===== src/rtl/weight_memory_bank.sv =====
// weight_memory_bank: parametrised weight store with registered read, clear engine and burst stream
module weight_memory_bank #(
  parameter int DATA_W = 8,
  parameter int DEPTH = 16,
  parameter bit CLEAR_ON_RESET = 1'b1,
  localparam int ADDR_W = $clog2(DEPTH)
) (
  input  logic              clk,
  input  logic              rst_n,
  input  logic              wr_en,
  input  logic [ADDR_W-1:0] wr_addr,
  input  logic [DATA_W-1:0] wr_data,
  input  logic              rd_en,
  input  logic [ADDR_W-1:0] rd_addr,
  output logic [DATA_W-1:0] rd_data,
  output logic              rd_valid,
  input  logic              clr,
  input  logic              strm_start,
  input  logic [ADDR_W-1:0] strm_base,
  input  logic [ADDR_W:0]   strm_len,
  output logic [DATA_W-1:0] strm_data,
  output logic              strm_valid,
  input  logic              strm_ready,
  output logic              strm_last,
  output logic              busy
);
  typedef enum logic [1:0] {IDLE, CLEAR, STREAM} state_t;
  state_t state, state_nxt;
  logic [DATA_W-1:0] mem [DEPTH];
  logic boot;
  logic [ADDR_W-1:0] clr_ptr, ptr;
  logic [ADDR_W:0] cnt;
  logic len_ok, go_clr, go_strm, go_rd, load, clr_done, strm_done;
  // command decode, priority clr > strm_start > rd_en, and next-state selection
  always_comb begin
    len_ok = strm_len != '0 && strm_len <= (ADDR_W+1)'(DEPTH);
    go_clr = state == IDLE && (clr || (boot && CLEAR_ON_RESET));
    go_strm = state == IDLE && !go_clr && strm_start && len_ok;
    go_rd = state == IDLE && !go_clr && !go_strm && rd_en;
    load = state == STREAM && (!strm_valid || strm_ready);
    clr_done = state == CLEAR && clr_ptr == ADDR_W'(DEPTH - 1);
    strm_done = state == STREAM && strm_valid && strm_ready && strm_last;
    state_nxt = go_clr ? CLEAR : go_strm ? STREAM : (clr_done || strm_done) ? IDLE : state;
    busy = state != IDLE;
  end
  // state register
  always_ff @(posedge clk or negedge rst_n)
    if (!rst_n) state <= IDLE;
    else state <= state_nxt;
  // storage array is never reset; the clear engine owns the write port while clearing
  always_ff @(posedge clk)
    if (state == CLEAR) mem[clr_ptr] <= '0;
    else if (wr_en) mem[wr_addr] <= wr_data;
  // read port, clear pointer and stream output register; first word is fetched on acceptance
  always_ff @(posedge clk or negedge rst_n)
    if (!rst_n) begin
      boot <= 1'b1;
      clr_ptr <= '0;
      ptr <= '0;
      cnt <= '0;
      rd_data <= '0;
      rd_valid <= 1'b0;
      strm_data <= '0;
      strm_valid <= 1'b0;
      strm_last <= 1'b0;
    end else begin
      boot <= 1'b0;
      rd_valid <= go_rd;
      if (go_rd) rd_data <= mem[rd_addr];
      clr_ptr <= state == CLEAR ? clr_ptr + 1'b1 : '0;
      if (go_strm) begin
        strm_data <= mem[strm_base];
        strm_valid <= 1'b1;
        strm_last <= strm_len == (ADDR_W+1)'(1);
        ptr <= strm_base + 1'b1;
        cnt <= strm_len - 1'b1;
      end else if (load) begin
        if (cnt != '0) begin
          strm_data <= mem[ptr];
          strm_last <= cnt == (ADDR_W+1)'(1);
          ptr <= ptr + 1'b1;
          cnt <= cnt - 1'b1;
        end
        strm_valid <= cnt != '0;
      end
    end
endmodule


===== config.mk =====
export PLATFORM = sky130hd
export DESIGN_NAME = weight_memory_bank
export DESIGN_NICKNAME = d
export VERILOG_FILES = /design/src/rtl/weight_memory_bank.sv
export SDC_FILE = /design/constraint.sdc
export NUM_CORES = 1
export LEC_CHECK = 0
export CORE_MARGIN = 2
export CORE_UTILIZATION = 55
export DETAILED_ROUTE_END_ITERATION = 8
export PLACE_DENSITY = 0.75
export SETUP_SLACK_MARGIN = 0.2
export SYNTH_ARGS = -nofsm -noshare
export SYNTH_HDL_FRONTEND = slang
export SYNTH_SLANG_ARGS = --single-unit

===== constraint.sdc =====
create_clock -name clk -period 5.9 [get_ports clk]
set_clock_uncertainty 0.15 [all_clocks]
set_input_delay 1.77 -clock clk [delete_from_list [all_inputs] [get_ports clk]]
set_output_delay 1.77 -clock clk [all_outputs]
set_load 0.1 [all_outputs]

Word-level counts from Yosys, hierarchy flattened
Memory sizes are Yosys's and may differ from the RTL's. A register that Yosys moved wholly into a read port is not among the register bits.
Cells that the tools add are included.

cells by class
  add/sub/neg operators = 5
  mux-type cells = 26
  order comparisons = 1
  reductions and logical operators = 28
  equal/unequal tests = 5

operators by type and width
  operator               number
  $mux W8                4
  $mux W4                5
  $mux W5                3
  $add A4 B1 Y4 const B  3
  $logic_and A1 B1 Y1    12
  $mux W1                11
  $eq A5 B1 Y1 const B   2
  $reduce_bool A5 Y1     2
  $sub A5 B1 Y5 const B  2
  $reduce_or A8 Y1       1
  $mux W2                3
  $reduce_bool A2 Y1     3
  $le A5 B5 Y1 const B   1
  $eq A4 B4 Y1 const B   1
  $logic_not A1 Y1       4
  $logic_or A1 B1 Y1     3
  $reduce_bool A3 Y1     1
  $eq A2 B1 Y1 const B   1
  $eq A2 B2 Y1 const B   1
  $logic_not A2 Y1       1
  $reduce_and A2 Y1      1

word-level totals
  register bits = 27
  memory bits (writable) = 128
  input port bits = 32
  memories = 1

memory list
  name  depth  bits a word  read ports  clocked after Yosys merged registers in  wr ports  line  text
  mem   16     8            3           1                                        1         29    logic [DATA_W-1:0] mem [DEPTH];

Longest topological paths before layout
Gate-level depths: netlist of the first run.

  depth after elaboration = 9
  mapped depth = 13
  mapped depth without buffers = 11

Least setup slack after synthesis of the first run
Ideal clock, no wire load.

  kind = input port to flip-flop
  start point = input strm_len[0]
  end point = register ptr[2]
  cell stages on the path = 13
  slack = 1.882 ns
  setup time = 0.135 ns
  arrival time = 3.733 ns
  buffers on the path = 2
  path through = inv_1 ha_1 nor3b_1 mux2i_1 and2_1 buf_6 clkbuf_1 nand2_1 nand2_1 ha_1 inv_1 o32ai_1 a221oi_1

on the way
  cells in the longest elaborated chain, start to end = 5
  elaborated cells between the ends (all ways) = 8

RTL lines
  item                                                line  text
  from (decl)                                         20    input logic [ADDR_W:0] strm_len,
  $le A5 B5 Y1 or $reduce_bool A5 Y1 (tied branches)  36    len_ok = strm_len != '0 && strm_len <= (ADDR_W+1)'(DEPTH);
  $logic_and A1 B1 Y1 *                               36
  $logic_and A1 B1 Y1 *                               38    go_strm = state == IDLE && !go_clr && strm_start && len_ok;
  $reduce_bool A2 Y1 (no source line)                 n/a
  $reduce_and A2 Y1 (no source line)                  n/a
  to (signal assigned)                                75    ptr <= strm_base + 1'b1;
  to (signal assigned)                                81    ptr <= ptr + 1'b1;
  to (decl)                                           31    logic [ADDR_W-1:0] clr_ptr, ptr;

Every way passes the cells marked *; elsewhere a longest branch is shown, timed or not.
A chain may end at the register's enable or synchronous reset.

Worst setup path in the final report of the first run
Same ends and word-level chain as after synthesis.

==> results of run 1 <==
## state kept, by name, indices dropped and copies added, names as in the netlist
register,count
mem,128
rd_data,8
strm_data,8
cnt,5
clr_ptr,4
ptr,4
state,2
boot,1
rd_valid,1
strm_last,1
strm_valid,1
## layout by cell type, fill, tap and decap left out, types with 18 or more instances in the layout
master,n
sky130_fd_sc_hd__mux4_2,83
sky130_fd_sc_hd__o21ai_0,20
sky130_fd_sc_hd__nor2_1,27
sky130_fd_sc_hd__edfxtp_1,128
sky130_fd_sc_hd__dfrtp_1,32
sky130_fd_sc_hd__clkdlybuf4s50_1,48
sky130_fd_sc_hd__nand2_1,38
sky130_fd_sc_hd__buf_4,25
sky130_fd_sc_hd__mux2i_1,18
## kinds of logic after synthesis
| kind of cell | count (synthesis) | share of synthesized area, % |
|---|---|---|
| DFF | 163 | 53.6 |
| muxes | 131 | 29.3 |
| and+or+nand+nor | 119 | 6.65 |
| AOI/OAI and AO/OA | 71 | 5.41 |
| buffers and inverters | 53 | 3.25 |
| xor gates and xnor gates | 9 | 0.895 |
| adders and majority gates | 6 | 0.852 |
| other | 1 | 0.0426 |
## per-stage QoR
stage,area [um2],setup slack [ps],util (%)
after global placement,9520,1190,60.4
final,10100,1410,64.1
after CTS,10100,1430,64.1
after detailed placement,9520,991,60.4
after global routing,10100,1070,64.1
after floorplan,8810,1880,-
## per-layer routing
| metal | track usage (%) | up-vias | part of all wire, % |
|---|---|---|---|
| li1 | - | 2385 | - |
| met1 | 37.7 | 2990 | 37 |
| met2 | 47.9 | 365 | 50 |
| met3 | 7.45 | 80 | 9.2 |
| met4 | 14.2 | 0 | 4.3 |
| met5 | 0 | - | 0 |
## final timing paths
kind	cells past startpoint	endpoint	from
min in group asynchronous	1	strm_valid	rst_n
max in group asynchronous	1	ptr[1]	rst_n
max reg2reg	9	ptr[2]	state[1]
max	12	ptr[2]	strm_len[0]
min reg2reg	2	rd_data[6]	rd_data[6]
min	2	rd_data[6]	rd_data[6]
## power by group through the flow
stage               Clock [uW]  Sequential (uW)  Combinational [uW]
floorplan                    0             1920                 850
global placement             0             1710                1450
detailed placement           0             1730                1480
CTS                       1100             1710                1480
global route              1140             1750                1570
finish                    1090             1720                1490
## layout make-up
| type | count | area share (%) |
|---|---|---|
| flip-flops and latches | 163 | 46.7 |
| multi-input cells | 337 | 37.6 |
| inverters | 12 | 0.446 |
| well taps | 216 | 2.67 |
| clock buffers | 19 | 4.38 |
| repair buffers | 76 | 6.76 |
| clock inverters | 13 | 1.36 |
## worst min-delay path: stages (launching register included)
cell and delay [ps]:
sky130_fd_sc_hd__dfrtp_1 340, sky130_fd_sc_hd__nand2_1 50, sky130_fd_sc_hd__o21ai_0 60
==> results, run 1 <==
- The per-instance average area after synthesis is 15.9 um2.
- The slack of the worst reg-to-reg path is 2760 ps.
- The worst-case IR drop observed on VDD is 238 uV.
- For the pin with the worst max-slew slack, the measured transition is 1160 ps.
- The area occupied by registers is 0.00472 mm2.
- Leaving out filler cells and counting taps, the final layout contains 836.
- Sorting the synthesized cells by how often they occur yields 128 x sky130_fd_sc_hd__edfxtp_1, 83 x sky130_fd_sc_hd__mux4_2, 38 x sky130_fd_sc_hd__nand2_1.
- The hold slack is 330 ps.
- TritonCTS built the clock tree.
- The analysis attributes to cell leakage a power of 0.00358 uW.
- The aggregate routed wire length is 23.4 mm.
- The die extent in y is 131 um.
- Relative to the synthesized area, the layout overhead comes to 14.7%.
- The initial core utilization is 55.9%.
- The Yosys warning count is 0.
- The clock reaches the later pin of the worst-skew pair after 440 ps.
- The aggregate negative setup slack is 0 ps.
- Setup violations remaining at the end of the flow were counted as 0.
- The via count of the first global-routing pass came to 5887.
- The run finished with clean final reports.
- The share of the synthesized area in the top cell type is 43.6%.
- The part of the cycle the worst path needs is 76.1%.
- The number of design-rule violations left by the first detailed-router iteration is 613.
- The number of max-capacitance violations reported is 0.
- For this run, asynchronously set or reset flops after synthesis account for 21.5%.
- The die covers 0.0170 mm2.
- The first global-routing pass estimated 35.4 mm of wire.
- The number of buffers and inverters on the critical path is 3.
- The number of rows in the core area is 46.
- The wire-length estimate of the detail-placed layout is 15.1 mm.
- For this design, the sink count on the clock tree is 163.
- Setup repair after global routing left no endpoint under its margin.
- The minimum period implied by the final worst setup slack is 4490 ps.
- The region available for standard cell placement spans 0.0158 mm2.
- Of all cell types, the one taking the most synthesized area is sky130_fd_sc_hd__edfxtp_1.
- The relative contribution of the clock network to total power is 25.3%.
- In this run, flip-flops and latches consume 40.1% of the power.
- The clock transition at the registers of the reported paths is 60 ps.
- In this run the cell area of the synthesized design comes to 0.00881 mm2.
- The final number of hold-violating endpoints is 0.
- The multi-input combinational cell area is 0.00380 mm2.
- The number of flops mapped to enable cells by yosys is 128.
- The cts-stage hold buffer count is 0.
- The number of diodes is 0.
- From left edge to right edge, the die measures 131 um.
- The global-route congestion overflow total is 0.
- The most frequently used cell type in the post-synthesis netlist is sky130_fd_sc_hd__edfxtp_1.
- The CTS root buffer is sky130_fd_sc_hd__clkbuf_16.
- Of all nets on the critical path, the largest fanout is 19.
- The startpoint type of the worst setup path is an input pin.
- Among all flip-flop cells after synthesis, the most frequent one is sky130_fd_sc_hd__edfxtp_1.
- Ranked by total cell area, the synthesized netlist is headed by sky130_fd_sc_hd__edfxtp_1 44%, sky130_fd_sc_hd__mux4_2 21%, sky130_fd_sc_hd__dfrtp_1 9.7%.
- The pin count of the biggest net entering global routing is 36.
- The sequential-to-total area share from yosys stat is 53.6%.
- The data arrival time of the critical path is 4640 ps.
- The worst slew margin relative to its limit is 22.2%.
- The number of placed instances with taps included is 804.
- Synthesis produced 553 cells.
- The clock passes through at most 2 buffers.
- The final weighted congestion of routability-driven global placement is 0.863.
- The number of H-tree levels is 4.
- In this run the power density over the cells is 425 mW/mm2.
- For this run, the slowest stage of the critical path takes 690 ps.
- The number of search-and-repair iterations in the first detailed-routing pass is 5.
- The number of nets in the synthesized netlist is 591.
- The net load switching power is 1560 uW.
- The worst setup path is of the input pin to register kind.
- The overall power is 4300 uW.
- STA puts the critical path data required time at 6050 ps.
- The proportion of total power due to net switching is 36.3%.
- The number of different library cells in the post-synthesis netlist is 50.
- The signal on the critical path passes through clkdlybuf4s50_1 -> inv_1 -> ha_1 -> nor3b_1 -> mux2i_1 -> and2_1 -> nand2_1 -> nand2_1 -> ha_1 -> inv_1 -> o32ai_1 -> a221oi_1.
- The global routing usage summed across all routing layers is 29.5%.
- The final number of max-transition violations is 0.
- The average via count per standard cell is 6.96.
- The final-layout fill cell count is 1112.
- The final routed DRC violation total is 0.
- Once the clock tree was built, the setup fixing pass inserted 0 buffers.
- The internal power of the cells totals 2740 uW.
- The maximum frequency from static timing analysis is 223 MHz.
- The residual antenna-violating net count after detailed routing is 0.
- The initial antenna violation count came to 0.
- The via count of the routed design is 5820.
- The combinational share of power is 34.6%.
- At the end of the flow, the number of nets in the layout was 645.
- Among all stages on the critical path, the largest delay is contributed by sky130_fd_sc_hd__and2_1.
- The endpoint class of the critical path is a register.
- The mean routed wirelength per cell is 28.0 um.
- The total CTS buffers is 17.
- Port buffering added 51 buffers.
- The worst hold path belongs to the class register to register.
- 52 I/O pins were placed.
- Gates resized during post-CTS repair numbered 0.
- The synthesized design contains 163 register bits.
- The ratio of cells with drive above 1 in the final layout is 26.1%.
- The kind of cell with the highest combined delay on the critical path is simple AND/OR/NAND/NOR gates.
(Power assumes the default switching activity.)
==> run 2: changes to the inputs <==
CORE_UTILIZATION = 54   (was 55)
PLACE_DENSITY = 0.76   (was 0.75)
clock period = 3.85 ns   (was 5.9 ns; I/O delays follow)
==> run 2 against run 1 <==
- sequential share of layout area decreased by 0.65 points
- total power increased by 55%
- cell area increased by 1.4%
- worst setup slack got worse by 950 ps
- final cell count increased by 2.2%
- global-route usage decreased by 1.7 points
==> results, run 2 (synthesis gave the netlist of run 1 again) <==
- The register ranked first by flip-flop count is mem.
- The initial core utilization is 55.3% (-0.60 points).
- The clock network latency to the later pin of the worst-skew pair came to 430 ps (about the same).
- The reg-to-reg critical path endpoint is mem[3][2].
- The path with the worst hold slack has its endpoint at rd_data[7].
- The mean routed wirelength per cell is 27.3 um (-2.6%).
- The via count of the routed design is 5746 (-1.3%).
- The number of search-and-repair iterations in the first detailed-routing pass is 5 (unchanged).
- The worst slew margin relative to its limit is 20.8% (-1.4 points).
- The slack of the worst reg-to-reg path was 770 ps (-1990 ps).
- The critical path in this run is classified as input pin to register.
- The final critical path takes up 88.1% of the cycle.
- The final weighted congestion of routability-driven global placement is 0.855 (-0.94%).
- The aggregate negative setup slack is 0 ps (unchanged).
- The clock tree from TritonCTS is built.
- STA classifies the critical path endpoint as a register.
- The cell count of the worst hold path is 2 (unchanged).
- The logic depth of the worst register-to-register path is 5 (-4).
- The final worst slack came to 459 ps (-953 ps).
- The number of max-capacitance violations reported is 0 (unchanged).
- The number of endpoints failing setup at the final stage came to 0 (unchanged).
- The pin count of the biggest net entering global routing is 36 (unchanged).
- The data arrival time of the critical path is 3540 ps (-1100 ps).
- The final number of max-transition violations is 0 (unchanged).
- In this run the worst hold path is classified as register to register.
- The data required time of the worst path is 4000 ps (-2050 ps).
- The overall die area came to 0.0174 mm2 (+1.8%).
- Timing would allow up to 295 MHz.
- The area of the placeable core is 0.0159 mm2 (+1.1%).
- The total CTS buffers was 17 (unchanged).
- The delay contributed by the slowest stage of the critical path is 460 ps (-230 ps).
- The number of primary I/O pins is 52 (unchanged).
- The flip-flop count of the largest register after layout is 128 (unchanged).
- The leakage power of the design is 0.00372 uW (+4.1%).
- The final routed DRC violation total is 0 (unchanged).
- The cts-stage hold buffer count is 0 (unchanged).
- The global routing usage summed across all routing layers came to 27.8% (-1.7 points).
- The post-CTS setup-driven buffer insertion count is 0 (unchanged).
- The die outline width is 132 um (+0.90%).
- The areal power density over the cells is 648 mW/mm2 (+52%).
- The buffer and inverter count on the worst path is 3 (unchanged).
- The residual antenna-violating net count after detailed routing is 0 (unchanged).
- The via count of the first global-routing pass is 5849 (-0.65%).
- The HPWL after detailed placement was 15.4 mm (+2.5%).
- The clock transition at the registers of the reported paths was 60 ps (about the same).
- The final number of hold-violating endpoints is 0 (unchanged).
- Compared with the post-synthesis result, the final layout area differs by 16.3%.
- The pin slew with the least headroom to its limit is 1180 ps (+21.3 ps).
- The final net count was 662 (+2.6%).
- The aggregate routed wire length was 23.3 mm (-0.54%).
- The kind of cell with the highest combined delay on the critical path is simple AND/OR/NAND/NOR gates.
- The maximum fanout along the worst path is 5 (-14).
- The post-cts gate resize count is 0 (unchanged).
- The count of input and output buffers came to 51 (unchanged).
- The die extent in y was 132 um (+0.90%).
- The number of buffers between clock root and the deepest sink is 2 (unchanged).
- Setup repair after global routing left no endpoint under its margin.
- The average via count per standard cell was 6.73 (-3.4%).
- The library cells used most frequently in the layout, excluding fill and tap cells, are 128 x sky130_fd_sc_hd__edfxtp_1, 83 x sky130_fd_sc_hd__mux4_2, 58 x sky130_fd_sc_hd__buf_4.
- The ratio of cells with drive above 1 in the final layout is 30.9% (+4.8 points).
- In the final layout, the registers with the most flip-flops are mem (128), rd_data (8), strm_data (8).
- The initial antenna violation count is 1 (+1).
- The critical path's slowest cell is sky130_fd_sc_hd__clkdlybuf4s50_1.
- The worst setup path is launched from an input pin.
- The number of design-rule violations left by the first detailed-router iteration was 687 (+12%).
- The CTS root buffer is sky130_fd_sc_hd__clkbuf_16.
- The global-route wire length before repair is 35.1 mm (-0.76%).
- The run finished with clean final reports.
- The number of placed instances with taps included is 821 (+2.1%).
- The number of rows in the core area is 46 (unchanged).
- The number of H-tree levels was 4 (unchanged).
- The global-route congestion overflow total was 0 (unchanged).
- The signal on the critical path passes through clkdlybuf4s50_1 -> inv_1 -> ha_1 -> nor3b_1 -> mux2i_1 -> and2_1 -> nand2_1 -> nand2_1 -> ha_1 -> inv_1 -> o32ai_1 -> a221oi_1.
- The minimum period implied by the final worst setup slack is 3390 ps.
- The hold path startpoint is rd_data[7].
- The worst register-to-register path begins at state[1].
- The most common cell after layout, fill and taps aside is sky130_fd_sc_hd__edfxtp_1.
- The worst setup slack after placement is 35.3 ps (-955 ps).
- The peak supply drop is 497 uV (+110%).
- The clock net sink count was 163 (unchanged).
- The final cell count without fillers was 854 (+2.2%).
## run 2: changes by cell type in the layout (fill, tap and decap cells not counted), sizes merged
cell           change
diode              +1
clkdlybuf4s50     -20
inv                +2
clkbuf             -1
bufinv             +1
clkinv             -2
buf               +37
## run 2: how the worst max path moves through the flow
stage / depth (start not counted) / start / end
floorplan: 13 / strm_len[0] / ptr[2]
global placement: 12 / strm_len[0] / ptr[2]
detailed placement: 12 / strm_len[0] / ptr[2]
CTS: 12 / strm_len[0] / ptr[2]
global route: 12 / strm_len[0] / ptr[2]
finish: 12 / strm_len[0] / ptr[2]
## run 2: routing by layer
layer | GRT usage [%] | part of all wire (%) | up-vias | wire length, um
met4 | 13.3 | 4.7 | 0 | 1090
met2 | 45.2 | 49 | 383 | 11500
li1 | - | - | 2417 | -
met3 | 7.64 | 9.8 | 79 | 2280
met1 | 35.0 | 36 | 2867 | 8460
met5 | 0 | 0 | - | 0
## run 2: worst register-to-register path: cells and delay by family, from the launching register on
kind | cells | cell delay, ps
AO/OA/AOI/OAI | 1 | 90
AND/OR/NAND/NOR | 4 | 1990
flip-flops | 1 | 460
## run 2: report_power, final
part           internal (uW)  switching [uW]
Sequential              2320             267
Combinational            922            1440
Clock                   1020             685
## run 2: cell type report
type	count	area, um2
tap	216	270
inverter	12	45.0
fill	1115	5700
multi-input combinational	337	3800
timing repair buffer	93	811
antenna	1	2.50
clock inverter	14	161
sequential	163	4720
clock buffer	18	429
## run 2: per-stage QoR
step / hold WS (ps) / util, % / total power, uW / area, um2
after detailed placement: 329 / 60.5 / 4940 / 9650
after CTS: 344 / 64.2 / 6650 / 10200
after global placement: 318 / 60.5 / 4860 / 9650
final: 336 / 64.2 / 6640 / 10200
after floorplan: 318 / - / 4240 / 8810
after global routing: 372 / 64.2 / 6890 / 10200
